<file path="src/rtl/if_fetch.sv">
// if_fetch: instruction-fetch stage with a single outstanding imem read and a one-entry output slot.
module if_fetch #(
  parameter logic [31:0] reset_pc = 32'h0000_0000,
  parameter logic [31:0] nop_inst = 32'h0000_0013
) (
  input  logic        clk,
  input  logic        rst,
  input  logic        pause,
  input  logic        redirect,
  input  logic [31:0] redirect_pc,
  output logic        imem_req,
  output logic [31:0] imem_addr,
  input  logic        imem_gnt,
  input  logic        imem_rvalid,
  input  logic [31:0] imem_rdata,
  output logic [31:0] if_pc,
  output logic [31:0] if_inst,
  output logic        if_valid
);
  typedef enum logic [1:0] {IDLE, WAIT, DROP} state_t;
  state_t state, state_nxt;
  logic [31:0] pc, req_addr;
  logic consume, slot_free;
  assign consume = if_valid & ~pause;
  assign slot_free = ~if_valid | consume;
  always_ff @(posedge clk or posedge rst)
    if (rst) state <= IDLE;
    else state <= state_nxt;
  // redirect during WAIT still owes one response, which DROP swallows
  always_comb begin
    state_nxt = state;
    case (state)
      IDLE: state_nxt = (imem_req & imem_gnt) ? WAIT : IDLE;
      WAIT: state_nxt = imem_rvalid ? IDLE : redirect ? DROP : WAIT;
      DROP: state_nxt = imem_rvalid ? IDLE : DROP;
      default: state_nxt = IDLE;
    endcase
  end
  always_comb begin
    imem_req = ~rst & (state == IDLE) & slot_free & ~redirect;
    imem_addr = pc;
  end
  always_ff @(posedge clk or posedge rst)
    if (rst) begin
      pc <= reset_pc;
      req_addr <= reset_pc;
      if_pc <= reset_pc;
      if_inst <= nop_inst;
      if_valid <= 1'b0;
    end else begin
      if (imem_req & imem_gnt) req_addr <= pc;
      if (redirect) begin
        pc <= {redirect_pc[31:2], 2'b00};
        if_valid <= 1'b0;
        if_inst <= nop_inst;
      end else if (state == WAIT && imem_rvalid) begin
        pc <= req_addr + 32'd4;
        if_pc <= req_addr;
        if_inst <= imem_rdata;
        if_valid <= 1'b1;
      end else if (consume) begin
        if_valid <= 1'b0;
        if_inst <= nop_inst;
      end
    end
endmodule
</file>
<file path="config.mk">
export PLATFORM = sky130hd
export DESIGN_NAME = if_fetch
export DESIGN_NICKNAME = d
export VERILOG_FILES = /design/src/rtl/if_fetch.sv
export SDC_FILE = /design/constraint.sdc
export NUM_CORES = 1
export LEC_CHECK = 0
export ABC_AREA = 1
export BUFFER_PORTS_ARGS = -buffer_cell sky130_fd_sc_hd__buf_2
export CAP_MARGIN = 20
export CELL_PAD_IN_SITES_DETAIL_PLACEMENT = 1
export CELL_PAD_IN_SITES_GLOBAL_PLACEMENT = 1
export CORE_UTILIZATION = 41
export DETAILED_ROUTE_END_ITERATION = 8
export PLACE_DENSITY = 0.85
export RECOVER_POWER = 50
export SETUP_SLACK_MARGIN = 0.2
export SLEW_MARGIN = 20
export SYNTH_ARGS = -nofsm -noshare
export SYNTH_HDL_FRONTEND = slang
export SYNTH_SLANG_ARGS = --single-unit
</file>
<file path="constraint.sdc">
create_clock -name clk -period 10 [get_ports clk]
set_input_delay 1.5 -clock clk [delete_from_list [all_inputs] [get_ports clk]]
set_output_delay 1.5 -clock clk [all_outputs]
set_load 0.01 [all_outputs]
</file>
# After elaboration in Yosys (flattened, before gate mapping)
# Cells that the tools add are included.
[totals] regBits=131 input_bits=70 out_inout_bits=98 elab_cells=37
[op_classes] addsub=1 eq_ne=2 muxes=13 bitwise_logic=10 n_reduce_logical=5
[op_table] op="$mux 32" n=5
[op_table] op="$add 32x3->32 const B" n=1
[op_table] op="$mux 2" n=3
[op_table] op="$pmux 2 s3" n=1
[op_table] op="$and 1x1->1" n=5
[op_table] op="$mux 1" n=4
[op_table] op="$not 1->1" n=4
[op_table] op="$reduce_bool 3->1" n=1
[op_table] op="$eq 2x1->1 const B" n=1
[op_table] op="$eq 2x2->1 const B" n=1
[op_table] op="$logic_not 2->1" n=1
[op_table] op="$reduce_and 2->1" n=1
[op_table] op="$reduce_bool 2->1" n=1
[op_table] op="$logic_and 1x1->1" n=1
[op_table] op="$or 1x1->1" n=1

# Depth between registers and ports, before layout
# Gate-level depths: netlist of run 1.
[logic_depth] ltp_word=8 ltp_mapped=10 mapped_depth_nobuf=10

# Least setup slack after synthesis of run 1
# No wires, ideal clock.
[synth_path] path_kind="input to output" startpoint="in rst" endpoint="out imem_req" arrival_ps=4962 t_required_ps=8500 slack_ps=3538 path_stages=3 path_buffers=0 cell_sequence="inv_1 nand3_1 a211oi_2"
[synth_via] elab_chain_cells=4
[synth_rtl] element="from (decl)" line_no="7" source="input logic rst,"
[synth_rtl] element="$not 1->1" line_no="40" source="imem_req = ~rst & (state == IDLE) & slot_free & ~redirect;"
[synth_rtl] element="$and 1x1->1 (3 in a row)" line_no="40"
[synth_rtl] element="to (decl)" line_no="11" source="output logic imem_req,"
# Every way passes these cells.

# Final worst setup path of run 1
[layout_path] startpoint="in redirect" endpoint="out imem_req"
[layout_via] elab_chain_cells=2
[layout_rtl] element="from (decl)" line_no="9" source="input logic redirect,"
[layout_rtl] element="$not 1->1 (no line)"
[layout_rtl] element="$and 1x1->1" line_no="40"
# Every way passes these cells.

==> results summary, run 1 <==
Counting instances, the worst hold path has a depth of 1. The setup violation total in the final timing report is 0. The data required time of the worst path is 8.50 ns. The top-area cell type share of the netlist area is 53.62%. The remaining antenna violation count after routing is 0. After synthesis, the netlist uses 40 different library cells. The detailed-route wire length per cell came out at 16.64 um.

The final hold violation count is 0. The cell count after synthesis is 722. Between clock sinks in the finished design, the worst skew comes to 0.006551 ns.

The post-synthesis async set-or-reset flop share is 100.0%. The synthesized design spends more area on one cell type than any other, namely sky130_fd_sc_hd__dfrtp_1. The netlist area before placement came out at 5973 um^2. The detailed-placement wirelength estimate came out at 12170 um.

By startpoint and endpoint, the worst setup path is classified as input pin to output pin. In this design, the largest share of critical-path delay is due to buffers and inverters. The post-detailed-route DRC marker count came out at 0. The via count of the routed design came out at 5456. In this run the static leakage power is 3.488 nW.

The number of buffers and inverters on the critical path is 2. The die height came out at 122.7 um. The number of DRC markers in iteration 0 came out at 191. Relative to the synthesized area, the layout overhead comes to 23.48%. The first detailed-routing pass ran for 4 iterations. The wire length of the first global-routing pass is 28660 um. Clock-pin slew was measured on the worst setup and hold paths at 0.05 ns. The mean area per synthesized cell is 8.273 um^2. The repair_antennas step left the layout with diodes totalling 0. Traced cell by cell, the critical path runs through clkbuf_1, a211oi_2, buf_2.

The final worst-path setup slack came out at 5.261 ns. The remaining global-route overflow came out at 0. Counting I/O delays and the setup requirement, the final critical path takes 4.739 ns. The sink of the worst hold path is state[1].

The flop-to-flop setup slack came out at 7.84 ns. The worst pin sits at a relative slew slack of -22.76%. The routed via count divided by cell count is 5.080. TritonCTS built the clock tree. After filler insertion, the fill cell instance count of the layout stands at 1822. The endpoint type of the worst setup path is an output pin.

The total met2 wirelength after detailed routing came out at 8701 um. The clock net in this run drives a total of 131 sinks. The global placement routability congestion came out at 0.8160. After detailed routing, the total wire length is 17870 um.

The total power is 0.001570 W. In this run the worst hold path is classified as register to register. The endpoint identified for the worst register-to-register timing path is imem_addr[23]. The sequential share of the synthesized area is 54.94%. The boundary pin count came out at 168.

The worst hold path begins at state[0]. The number of nets at the end of the flow is 954. The final reports fail on max-capacitance violations, max-slew violations. The maximum VDD drop is 0.1102 mV. After detailed routing, the wire length on met1 is 7869 um.

The initial standard-cell utilization of the core came out at 42.54%. The design area is 7376 um^2. Synthesis produced a netlist with a net count of 793. In this run, synthesis inferred 0 flip-flops with an integrated enable. Entering global routing, the biggest net connects 85 pins. The total of buffers placed on input and output ports came out at 165. The number of standard-cell rows in the floorplan came out at 43. The die width is 122.7 um.

The final count of pins violating max slew is 33. The number of cells on the worst reg-to-reg path came out at 6. The maximum number of buffers from clock root to sink came out at 2. The post-detailed-placement cell area came out at 6910 um^2. In this run the top signal layer used is met4. Ranked by total cell area, the synthesized netlist is headed by sky130_fd_sc_hd__dfrtp_1 (54%), sky130_fd_sc_hd__nand2_1 (12%), sky130_fd_sc_hd__inv_1 (6.1%), sky130_fd_sc_hd__nor2_1 (5.2%), sky130_fd_sc_hd__o21ai_0 (4.5%). STA classifies the critical path startpoint as an input pin. The standard cell with the maximum stage delay on the critical path is sky130_fd_sc_hd__clkbuf_1. Based on the critical path, the design can be clocked at up to 211.0 MHz. The clock insertion delay at the later pin of the skew report is 0.41 ns. Cells with a size suffix above 1 make up 13.98% of the layout. After clock tree synthesis, the setup repair step added 0 buffers.

The delay of the slowest cell on the worst path came out at 1.30 ns. The maximum fanout along the worst path is 32. STA puts the critical path data arrival time at 3.24 ns. Buffers inserted during clock tree synthesis total 17.

The final sum of negative setup slack came out at 0 ns. The wire length on met3 came out at 1011 um. The worst register-to-register path begins at state[1].

The total of warnings raised by yosys is 0. The number of gates resized after CTS came out at 0. The clock tree synthesis step divided the H-tree into 4 levels. The run finished, with violations left. The core region area came out at 14040 um^2. The number of hold buffers added after cts came out at 0. The via count of the first global-routing pass came to 5553. The synthesized flop and latch total is 131.

The slew at the pin closest to its max-slew limit came out at 1.841 ns. The tool flagged a number of max-cap violations equal to 1. The number of antenna violations at the first check in global routing came out at 0. The floorplan step defined a die boundary enclosing 15060 um^2. The global-route total usage across every layer is 25.09%.

Setup repair after global routing left no endpoint under its margin. The final clock period utilization by the worst path is 47.39%. The clock tree root driver cell is sky130_fd_sc_hd__clkbuf_16. OpenSTA, run right after detailed placement, puts the worst setup slack at 5.575 ns.

In the synthesized netlist the dominant register cell turns out to be sky130_fd_sc_hd__dfrtp_1. For this design the ratio of total power to cell area is 212.9 nW/um^2.
[cells in the final DEF (no fill, tap or decap), drive strengths merged]
master     n
a211oi     1
a21oi      7
a31oi      1
buf       71
bufinv     2
clkbuf   125
clkinv     3
dfrtp    128
dfstp      3
ha         1
inv      103
nand2    195
nand3     43
nand3b     4
nand4      6
nor2      89
nor3       5
nor4       1
o2111ai    7
o211ai     5
o21a       2
o21ai     82
o21bai     1
o221ai     3
o22ai      3
o31ai      1
or2        1
xnor2      1
[logic make-up after synthesis]
group,share of synthesized area (%)
and+or+nand+nor,24.68
buffers and inverters,9.279
DFF,54.94
AOI/OAI and AO/OA,10.75
xor gates and xnor gates,0.1467
adders and majority gates,0.2094
[final cells by class]
type | instances | area [um^2] | area share, %
multi-input cells | 459 | 2137 | 28.97
inverters | 104 | 395.4 | 5.360
repair buffers | 170 | 747.0 | 10.13
well taps | 180 | 225.2 | 3.053
clock inverters | 4 | 70.07 | 0.9500
clock buffers | 26 | 519.2 | 7.040
flip-flops and latches | 131 | 3282 | 44.50
[worst reg2reg max path: stages, from the launching register on]
cell and delay [ns]:
sky130_fd_sc_hd__dfrtp_1 0.42, sky130_fd_sc_hd__nor2_4 0.16, sky130_fd_sc_hd__nand3_2 0.09, sky130_fd_sc_hd__inv_2 0.43, sky130_fd_sc_hd__buf_4 0.55, sky130_fd_sc_hd__nand2_1 0.19, sky130_fd_sc_hd__o211ai_1 0.23
[Yosys cell counts (6+ instances only)]
library cell	count
sky130_fd_sc_hd__inv_1	97
sky130_fd_sc_hd__clkbuf_1	7
sky130_fd_sc_hd__nor2_1	82
sky130_fd_sc_hd__buf_2	14
sky130_fd_sc_hd__o2111ai_1	7
sky130_fd_sc_hd__o21ai_1	27
sky130_fd_sc_hd__nand3_1	41
sky130_fd_sc_hd__a21oi_1	7
sky130_fd_sc_hd__nor2_4	6
sky130_fd_sc_hd__inv_2	6
sky130_fd_sc_hd__dfrtp_1	128
sky130_fd_sc_hd__nand2_1	191
sky130_fd_sc_hd__nand4_1	6
sky130_fd_sc_hd__o21ai_0	54
[metal layers]
metal	GRT usage [%]	vias up
met1	31.76	2665
met2	42.03	164
met4	8.613	0
met5	0	-
li1	-	2601
met3	5.762	26
[through the flow]
stage               util (%)  hold slack [ns]  cells
floorplan                  -           0.4496    722
global placement       49.10           0.4581   1043
detailed placement     49.21           0.4649   1044
CTS                    53.41           0.4773   1074
global route           52.53           0.4983   1074
finish                 52.53           0.4818   1074
[where the power goes]
part | switching (W) | internal (W)
registers | 0.0000768 | 0.000618
clock network | 0.000217 | 0.000403
logic | 0.000167 | 0.0000878
total | 0.000461 | 0.00111
[how the worst max path moves through the flow]
| stage | startpoint | end | slack, ns | cells after the start |
|---|---|---|---|---|
| 2_1_floorplan | rst | imem_req | 3.54 | 3 |
| 3_5_place_dp | rst | imem_req | 5.58 | 5 |
| 6_report | redirect | imem_req | 5.26 | 3 |
| 5_1_grt | redirect | imem_req | 5.12 | 3 |
| 4_1_cts | rst | imem_req | 5.58 | 5 |
| 3_3_place_gp | rst | imem_req | 5.59 | 5 |
[state kept, by name (all words and copies together), names as in the netlist]
signal	count
if_inst	32
if_pc	32
imem_addr	32
state	2
if_valid	1
req_addr	32
(Power assumes the default switching activity.)
==> run 2: changes to the inputs <==
Settings changed: CORE_UTILIZATION 41 to 34, PLACE_DENSITY 0.85 to 0.76.
Clock period 10 ns to 4.2 ns, I/O delays scaled along.
==> results summary, run 2 (synthesis results as in run 1) <==
The number of gates resized after CTS is 0 (unchanged). The switching portion of total power came to 30.79% (+1.4 points). The clock transition at the registers of the reported paths is 0.06 ns (about the same). The worst hold slack after final layout is 0.4233 ns (-0.05854 ns).

Based on the critical path, the design can be clocked at up to 323.4 MHz. The clock sink total came out at 131 (unchanged). The worst setup path is captured at a register. The growth of design area from synthesis to finish came out at 25.39%. The setup fix buffers added after clock tree synthesis came out at 0 (unchanged).

The final sum of negative setup slack is 0 ns (unchanged). The utilization of the core after routing is 43.45% (-9.1 points). The cell count after placement is 1088 (+4.2%). The proportion of power drawn by flip-flops and latches is 44.0% (-0.2 points). The post-detailed-route DRC marker count was 0 (unchanged).

The cell-internal power came to 0.002580 W (+130%). Of the available clock period, the critical path in the final layout requires 73.63%. The number of standard-cell rows in the floorplan is 48 (+12%). The maximum number of buffers from clock root to sink is 2 (unchanged). The worst setup path is launched from an input pin. The maximum fanout along the worst path came out at 50 (+56%).

The remaining global-route overflow came out at 0 (unchanged). The setup violation total in the final timing report was 0 (unchanged). The clock insertion delay at the later pin of the skew report is 0.42 ns (about the same). The number of hold buffers added after cts is 0 (unchanged).

The die height was 134.5 um (+9.7%). The core region area is 17240 um^2 (+23%). The final count of pins violating max slew came out at 33 (unchanged). The run finished, with violations left. The cell leakage power came out at 3.628 nW (+4.0%). The initial standard-cell utilization of the core is 34.65% (-7.9 points). The number of nets at the end of the flow is 953 (-0.10%). The detailed-route wire length per cell came to 15.89 um (-4.5%). The relative max-transition margin is -18.20% (+4.6 points). The switching power came out at 0.001147 W (+150%). The detailed-placement wirelength estimate came out at 12260 um (+0.71%). The power density over cell area came to 497.6 nW/um^2 (+130%). The number of DRC markers in iteration 0 came to 204 (+6.8%).

The proportion of layout cells with a drive suffix above 1 came out at 19.89% (+5.9 points). The fill cell instance count of the final layout is 2152 (+18%). The worst clock skew on the final layout came out at 0.008444 ns (+0.001893 ns). The number of antenna violations at the first check in global routing came out at 0 (unchanged). The wire length of the first global-routing pass is 28790 um (+0.48%). The non-filler instance count after layout came out at 1120 (+4.3%). The final worst-path setup slack is 1.107 ns (-4.154 ns). The post-detailed-routing wire length is 17800 um (-0.39%). The clock tree from TritonCTS is built.

The maximum VDD drop is 0.3066 mV (+180%). The slew at the pin closest to its max-slew limit came out at 1.773 ns (-0.06837 ns). The library cells used most frequently in the layout, excluding fill and tap cells, are sky130_fd_sc_hd__nand2_1 (191), sky130_fd_sc_hd__dfrtp_1 (128), sky130_fd_sc_hd__buf_2 (116), sky130_fd_sc_hd__inv_1 (96), sky130_fd_sc_hd__nor2_1 (82). The die footprint came out at 18100 um^2 (+20%). In this run the clock root is driven by a sky130_fd_sc_hd__clkbuf_16. The maximum number of pins on one net before global-route repair was 132 (+55%). The maximum level of the CTS H-tree is 4 (unchanged). The final reports fail on max-capacitance violations, max-slew violations.

Setup repair after global routing left no endpoint under its margin. The via count of the routed design is 5336 (-2.2%). The post-placement worst setup slack is 1.181 ns (-4.394 ns). The number of clock buffers inserted by TritonCTS is 17 (unchanged). The boundary pin count is 168 (unchanged). The number of violations of the max-capacitance limit came out at 1 (unchanged).

The kind of critical path is input pin to register. The path class of the tightest hold or removal check is input pin to register. The final critical-path required period came out at 3.093 ns. The arrival time at the worst endpoint is 3.37 ns (+0.13 ns).

The global-route total usage across every layer came out at 20.85% (-4.2 points). The global placement routability congestion is 0.7453 (-8.7%). The remaining antenna violation count after routing came out at 0 (unchanged). The number of antenna diodes came to 0 (unchanged). The length of the first detailed-routing pass in iterations was 4 (unchanged). The power share of the clock group is 39.2% (-0.3 points). The final hold violation count was 0 (unchanged). The library cell used most frequently in the layout, excluding fill and tap cells, is sky130_fd_sc_hd__nand2_1. The via count of the first global-routing pass is 5547 (-0.11%).

The die width came to 134.5 um (+9.7%). The relative contribution of combinational cells to total power was 16.8% (+0.6 points). The total of buffers placed on input and output ports is 165 (unchanged). The data required time of the worst path is 4.48 ns (-4.02 ns). The routed via count divided by cell count is 4.764 (-6.2%).
-- run 2: changes by cell type in the layout (fill, tap and decap cells not counted), sizes merged --
cell / before / now
clkbuf: 125 / 67
buf: 71 / 120
clkinv: 3 / 7
clkinvlp: 0 / 4
inv: 103 / 105
-- run 2: worst max-delay path, cell delays in order --
cell,delay [ns]
sky130_fd_sc_hd__clkbuf_1,1.25
sky130_fd_sc_hd__inv_2,0.23
sky130_fd_sc_hd__nand3_2,0.18
sky130_fd_sc_hd__inv_2,0.37
sky130_fd_sc_hd__buf_4,0.40
sky130_fd_sc_hd__nand2_1,0.11
sky130_fd_sc_hd__or2_1,0.10
sky130_fd_sc_hd__o2111ai_1,0.08
-- run 2: stage by stage --
step	power, W	area (um^2)
after floorplan	0.001998	5977
after global placement	0.002282	6963
after detailed placement	0.002308	6970
after CTS	0.003795	7553
after global routing	0.003938	7490
final	0.003727	7490
-- run 2: worst paths after layout --
kind,from,to,slack [ns],cells after the start
max in group asynchronous,rst,if_pc[24],3.21,3
max,redirect,imem_addr[15],1.11,8
max reg2reg,state[1],imem_addr[15],1.88,7
min reg2reg,if_pc[28],if_pc[28],0.48,2
min,imem_rdata[28],if_inst[28],0.42,3
min in group asynchronous,rst,state[1],0.49,3
-- run 2: power by group through the flow --
stage	Clock (W)	Combinational [W]	Sequential (W)
after detailed placement	0	0.000652	0.00166
after CTS	0.00150	0.000657	0.00164
after global placement	0	0.000632	0.00165
final	0.00146	0.000626	0.00164
after floorplan	0	0.000308	0.00169
after global routing	0.00155	0.000716	0.00167
-- run 2: routing by layer --
layer	global-route usage, %	wire [um]	vias to the layer above
met5	0	0	-
met4	7.054	331	0
met3	4.842	1046	23
met2	34.00	8120	151
met1	27.29	8297	2562
li1	-	-	2600
-- run 2: area by class of cell --
class,instances,area [um^2],area share (%)
Inverter,104,391.6,5.229
Sequential cell,131,3282,43.82
Timing Repair Buffer,169,807.0,10.78
Clock buffer,18,429.2,5.730
Clock inverter,14,153.9,2.055
Tap cell,225,281.5,3.759
Multi-Input combinational cell,459,2145,28.63
